[config.mk]
export PLATFORM = sky130hd
export DESIGN_NAME = fib_stack
export DESIGN_NICKNAME = d
export VERILOG_FILES = /design/src/rtl/fib_pkg.sv /design/src/rtl/fib_stack_mem.sv /design/src/rtl/fib_stack.sv
export SDC_FILE = /design/constraint.sdc
export NUM_CORES = 1
export LEC_CHECK = 0
export CAP_MARGIN = 5
export CORE_MARGIN = 2
export CORE_UTILIZATION = 47
export CTS_CLUSTER_SIZE = 25
export DETAILED_ROUTE_END_ITERATION = 7
export GPL_TIMING_DRIVEN = 0
export PLACE_DENSITY = 0.7
export SYNTH_ARGS = -nofsm -noshare
export SYNTH_HDL_FRONTEND = slang
export SYNTH_SLANG_ARGS = --single-unit
[constraint.sdc]
create_clock -name clk -period 5.35 [get_ports clk]
set_input_delay 0.535 -clock clk [delete_from_list [all_inputs] [get_ports clk]]
set_output_delay 0.535 -clock clk [all_outputs]
set_load 0.02 [all_outputs]
[src/rtl/fib_pkg.sv]
// Shared definitions for the Fibonacci datapath: default sizes and the
// stack operation encoding formed from the controller's {push,pop} strobes.
package fib_pkg;

  localparam int FIB_DW    = 16;
  localparam int FIB_DEPTH = 16;

  typedef enum logic [1:0] {
    OP_IDLE = 2'b00,
    OP_POP  = 2'b01,
    OP_PUSH = 2'b10,
    OP_REPL = 2'b11
  } stack_op_e;

  function automatic stack_op_e decode_op(input logic push, input logic pop);
    return stack_op_e'({push, pop});
  endfunction

endpackage

[src/rtl/fib_stack_mem.sv]
// Stack register file: one synchronous write port and two combinational
// read ports (top-of-stack and the entry beneath it). Contents are not reset.
module fib_stack_mem
  import fib_pkg::*;
#(
  parameter int  DW    = FIB_DW,
  parameter int  DEPTH = FIB_DEPTH,
  localparam int AW    = $clog2(DEPTH)
) (
  input  logic          clk,
  input  logic          we,
  input  logic [AW-1:0] waddr,
  input  logic [DW-1:0] wdata,
  input  logic [AW-1:0] raddr_top,
  output logic [DW-1:0] rdata_top,
  input  logic [AW-1:0] raddr_sub,
  output logic [DW-1:0] rdata_sub
);

  logic [DW-1:0] mem_r [DEPTH];

  // Single write port; storage is deliberately left without reset.
  always_ff @(posedge clk) begin
    if (we) begin
      mem_r[waddr] <= wdata;
    end
  end

  assign rdata_top = mem_r[raddr_top];
  assign rdata_sub = mem_r[raddr_sub];

endmodule

[src/rtl/fib_stack.sv]
// LIFO operand stack for the Fibonacci controller with registered top-of-stack.
// Optional high-water-mark output enabled by defining FIB_STACK_PEAK_EN.
module fib_stack
  import fib_pkg::*;
#(
  parameter int  DW    = FIB_DW,
  parameter int  DEPTH = FIB_DEPTH,
  localparam int AW    = $clog2(DEPTH)
) (
  input  logic          clk,
  input  logic          CLR,
  input  logic          clr,
  input  logic          push,
  input  logic          pop,
  input  logic [DW-1:0] din,
  output logic [DW-1:0] dout,
  output logic          empty,
  output logic          full,
  output logic [AW:0]   count,
  output logic          ovf,
  output logic          udf
`ifdef FIB_STACK_PEAK_EN
  ,
  output logic [AW:0]   peak
`endif
);

  localparam logic [AW:0] FULL_CNT = (AW + 1)'(DEPTH);
  localparam logic [AW:0] ZERO_CNT = (AW + 1)'(0);
  localparam logic [AW:0] ONE_CNT  = (AW + 1)'(1);

  logic [AW:0]   count_r, count_s;
  logic [DW-1:0] dout_r, dout_s;
  logic          ovf_r, ovf_s;
  logic          udf_r, udf_s;
  logic          we_s;
  logic [AW-1:0] waddr_s;
  logic [AW-1:0] top_addr_s, sub_addr_s;
  logic [DW-1:0] rd_top_s, rd_sub_s;
  logic          empty_s, full_s;
  stack_op_e     op_s;

  assign empty_s    = (count_r == ZERO_CNT);
  assign full_s     = (count_r == FULL_CNT);
  assign top_addr_s = count_r[AW-1:0] - AW'(1);
  assign sub_addr_s = count_r[AW-1:0] - AW'(2);
  assign op_s       = decode_op(push, pop);

  fib_stack_mem #(
    .DW    (DW),
    .DEPTH (DEPTH)
  ) u_mem (
    .clk       (clk),
    .we        (we_s),
    .waddr     (waddr_s),
    .wdata     (din),
    .raddr_top (top_addr_s),
    .rdata_top (rd_top_s),
    .raddr_sub (sub_addr_s),
    .rdata_sub (rd_sub_s)
  );

  // Next-state for pointer, top-of-stack view, sticky flags and write strobe.
  always_comb begin
    count_s = count_r;
    dout_s  = empty_s ? {DW{1'b0}} : rd_top_s;
    ovf_s   = ovf_r;
    udf_s   = udf_r;
    we_s    = 1'b0;
    waddr_s = count_r[AW-1:0];
    if (clr) begin
      count_s = ZERO_CNT;
      dout_s  = {DW{1'b0}};
      ovf_s   = 1'b0;
      udf_s   = 1'b0;
    end else begin
      case (op_s)
        OP_PUSH: begin
          if (full_s) begin
            ovf_s = 1'b1;
          end else begin
            we_s    = 1'b1;
            count_s = count_r + ONE_CNT;
            dout_s  = din;
          end
        end
        OP_REPL: begin
          // Replace-top ignores full; on an empty stack it degrades to a push.
          we_s   = 1'b1;
          dout_s = din;
          if (empty_s) begin
            count_s = count_r + ONE_CNT;
          end else begin
            waddr_s = top_addr_s;
          end
        end
        OP_POP: begin
          if (empty_s) begin
            udf_s = 1'b1;
          end else if (count_r == ONE_CNT) begin
            count_s = ZERO_CNT;
            dout_s  = {DW{1'b0}};
          end else begin
            count_s = count_r - ONE_CNT;
            dout_s  = rd_sub_s;
          end
        end
        OP_IDLE: begin
          count_s = count_r;
        end
        default: begin
          count_s = count_r;
        end
      endcase
    end
  end

  // State registers; CLR discards any in-flight operation.
  always_ff @(posedge clk or negedge CLR) begin
    if (!CLR) begin
      count_r <= ZERO_CNT;
      dout_r  <= {DW{1'b0}};
      ovf_r   <= 1'b0;
      udf_r   <= 1'b0;
    end else begin
      count_r <= count_s;
      dout_r  <= dout_s;
      ovf_r   <= ovf_s;
      udf_r   <= udf_s;
    end
  end

  assign dout  = dout_r;
  assign count = count_r;
  assign empty = empty_s;
  assign full  = full_s;
  assign ovf   = ovf_r;
  assign udf   = udf_r;

`ifdef FIB_STACK_PEAK_EN
  logic [AW:0] peak_r, peak_s;

  // High-water mark tracks the occupancy that count is about to take.
  always_comb begin
    if (clr) begin
      peak_s = ZERO_CNT;
    end else if (count_s > peak_r) begin
      peak_s = count_s;
    end else begin
      peak_s = peak_r;
    end
  end

  // Peak register shares the stack's reset behaviour.
  always_ff @(posedge clk or negedge CLR) begin
    if (!CLR) begin
      peak_r <= ZERO_CNT;
    end else begin
      peak_r <= peak_s;
    end
  end

  assign peak = peak_r;
`endif

endmodule

==> flow_summary.yaml <==
setup_path:
  setup.worst_path.end_class: "register"
  reg2reg_depth: 12
  reg2reg_to: "u_mem.mem_r[13][2]$_DFFE_PP_"
  crit_required_ns: 5.63
  crit_path_end: "u_mem.mem_r[13][2]$_DFFE_PP_"
  path_class: "register to register"
  cp-start-kind: "register"
  r2r_slack_ns: 0.25
  cp-startpoint: "count[1]$_DFFE_PN0P_"
  rr_startpoint: "count[1]$_DFFE_PN0P_"
  arrival_ns: 5.37
  worstPathMaxFanout: 14
layout:
  fin_nets: 874
  area_delta_synth_final_pct: 17.17
  fillerInstances: 2139
  layout-drive-gt1-share_pct: 27.85
  fin_cells: 1247
  final_area_um2: 15600
  n_antenna_cell: 0
floorplanning:
  start_util_pct: 47.80
  dieArea_um2: 29700
  dieHeight_um: 172.3
  core_um2: 27860
  fp-row-count: 61
  io_pins: 46
  die-width_um: 172.3
global_routing:
  grt_max_degree: 24
  grt_pass1_vias: 8260
  gr-total-overflow: 0
  antenna_found_initial: 0
  gr-usage-all-layers_pct: 27.12
  grt_first_pass_wirelength_um: 55950
power_and_ir_drop:
  irDropWorstVdd_mv: 0.3595
  power.leakage_nw: 5.103
  power.density_nw_per_um2: 555.2
timing:
  skew_ns: 0.01347
  fmax_ghz: 0.1962
  rsz0062_at_grt: "no"
  fin_crit_ns: 5.097
  slew_viol_final: 0
  worst_pin_slew_ns: 1.187
  hold_viol: 0
  post-route-period-util_pct: 95.26
  setup_viol: 0
  setup_tns_ns: 0
  slew_headroom_pct: 20.88
synthesis:
  ys_types: 44
  synthFlopType: "edfxtp_1"
  synth.ff_latch_count: 279
  netlist_area_um2: 13320
  synth.net_count: 782
  synth_edf_count: 256
  seq_area_frac_synth_pct: 62.05
  syn_area_per_cell_um2: 17.66
  synth_warnings: 0
  ys_async_sr_fraction_pct: 8.244
  synthCells: 754
cts:
  cts_buffers: 29
  clock_latency_ns: 0.58
  ctsRootBufferMaster: "clkbuf_16"
  clk_pin_slew_worst_paths_ns: 0.06
  clock-sinks: 279
  clock_path_buffers: 3
  cts_tree: "yes"
  post_cts_buffers: 0
  h-tree-depth: 1
drt:
  vias: 8382
  routedWlPerCell_um: 31.07
  wl_um: 38740
  ant_nets: 0
  via_per_inst: 6.722
  drc_errors: 0
  initialDrtViolationCount: 1294
  firstDrtPassIters: 6
placement:
  placed_cells: 1192
  routabilityCongestion: 0.8848
  place_area_um2: 14580
  hpwl_um: 25350
  port_buffers: 44
job:
  maxCapViolations: 0
status:
  run_status: "complete, no violations"
min_path:
  hold_path_class: "input pin to asynchronous set/reset pin"
-- power by group --
part	leakage (nW)	switching, W	internal [W]
combinational	2.01	0.00231	0.00166
clock	0.477	0.000876	0.00120
sequential	2.61	0.0000822	0.00253
-- timing repair --
action,CTS,global route
gates resized for setup,1,2
hold buffers,0,0
endpoints found under the setup margin,49,99
endpoints found under the hold margin,0,0
-- cells in the mapped netlist, drive strengths merged (5+ instances only) --
library cell / count / area (µm²)
mux2i: 50 / 500.5
a22oi: 16 / 120.1
ha: 7 / 87.58
edfxtp: 256 / 7687
inv: 5 / 18.77
nor2: 39 / 146.4
mux4: 128 / 2883
o211ai: 19 / 142.6
a31oi: 23 / 143.9
buf: 29 / 165.2
o21ai: 21 / 108.9
dfrtp: 23 / 575.6
clkbuf: 25 / 93.84
nor3: 21 / 105.1
nand2: 58 / 217.7
-- layout by cell type, fill, tap and decap left out, types with 2 or more instances in the layout --
cell type	n
edfxtp_1	256
mux4_2	128
nand2_1	58
mux2i_1	50
clkdlybuf4s50_1	44
clkbuf_16	29
clkbuf_1	26
nor2_1	23
a31oi_1	23
dfrtp_1	23
nor3_1	21
o21ai_0	20
o211ai_1	19
a22oi_1	16
nor2_2	16
buf_2	12
buf_4	11
buf_8	11
ha_1	7
buf_1	6
buf_16	6
inv_1	5
clkinv_2	5
clkinv_1	5
clkbuf_8	4
nand2b_1	3
a21oi_1	3
bufinv_16	3
clkinvlp_4	3
xor2_1	2
nand3b_1	2
nor2b_1	2
clkinv_4	2
-- how the worst min path moves through the flow --
| stage | start | end | slack [ns] | depth (start not counted) |
|---|---|---|---|---|
| after floorplan | CLR | count[0]$_DFFE_PN0P_ | 0.24 | 0 |
| after global placement | ovf$_DFFE_PN0P_ | ovf$_DFFE_PN0P_ | 0.48 | 2 |
| after detailed placement | ovf$_DFFE_PN0P_ | ovf$_DFFE_PN0P_ | 0.48 | 2 |
| after CTS | ovf$_DFFE_PN0P_ | ovf$_DFFE_PN0P_ | 0.50 | 2 |
| after global routing | CLR | count[4]$_DFFE_PN0P_ | 0.39 | 1 |
| final | CLR | count[4]$_DFFE_PN0P_ | 0.36 | 1 |
-- routing by layer --
metal,share of wire [%],vias to the layer above,wire length [µm],global-route usage [%]
met3,12,130,4648,5.127
met1,38,4309,14850,38.82
met5,0,-,0,0
met4,5.2,0,2013,12.02
met2,44,624,17230,41.00
li1,-,3319,-,-
-- kinds of logic after synthesis --
logic type | count (synthesis) | share of synthesized area, %
XOR/XNOR | 6 | 0.5075
AO/OA/AOI/OAI | 87 | 4.501
flip-flops | 279 | 62.05
AND/OR/NAND/NOR | 138 | 4.792
multiplexers | 178 | 25.41
buffers and inverters | 59 | 2.086
adder cells (fa/ha/maj) | 7 | 0.6577
-- state kept, by name, summed over array words and instances, names as in the netlist --
register     flops
u_mem.mem_r    256
dout            16
count            5
ovf              1
udf              1
-- layout make-up --
class	instances	area, µm²	share of cell area (%)
flip-flops and latches	279	8263	52.96
plain buffers	54	260.3	1.668
clock inverters	19	193.9	1.243
multi-input cells	416	4835	30.99
repair buffers	61	770.7	4.940
clock buffers	35	788.3	5.052
well taps	378	473.0	3.031
inverters	5	18.77	0.1203
-- through the flow --
stage	total power, W	hold slack, ns	worst slack (ns)	utilization, %
floorplan	0.005215	0.2394	1.209	-
global placement	0.006452	0.4803	-0.9923	51.08
detailed placement	0.006535	0.4832	-0.1898	52.34
CTS	0.008606	0.4974	0.04807	55.90
global route	0.008936	0.3925	0.1120	56.01
finish	0.008662	0.3624	0.2534	56.01
-- critical path, cell delays in order, from the launching register on --
cell      delay (ns)
dfrtp_1         0.42
clkbuf_1        0.15
buf_2           0.25
clkbuf_2        0.33
inv_1           0.19
clkbuf_1        0.79
ha_1            0.39
a21boi_2        0.29
xnor2_4         0.22
o21ai_2         0.26
or4b_1          0.60
nor2_2          0.64
buf_8           0.26
Note: power is estimated with default switching activity, not from simulation.
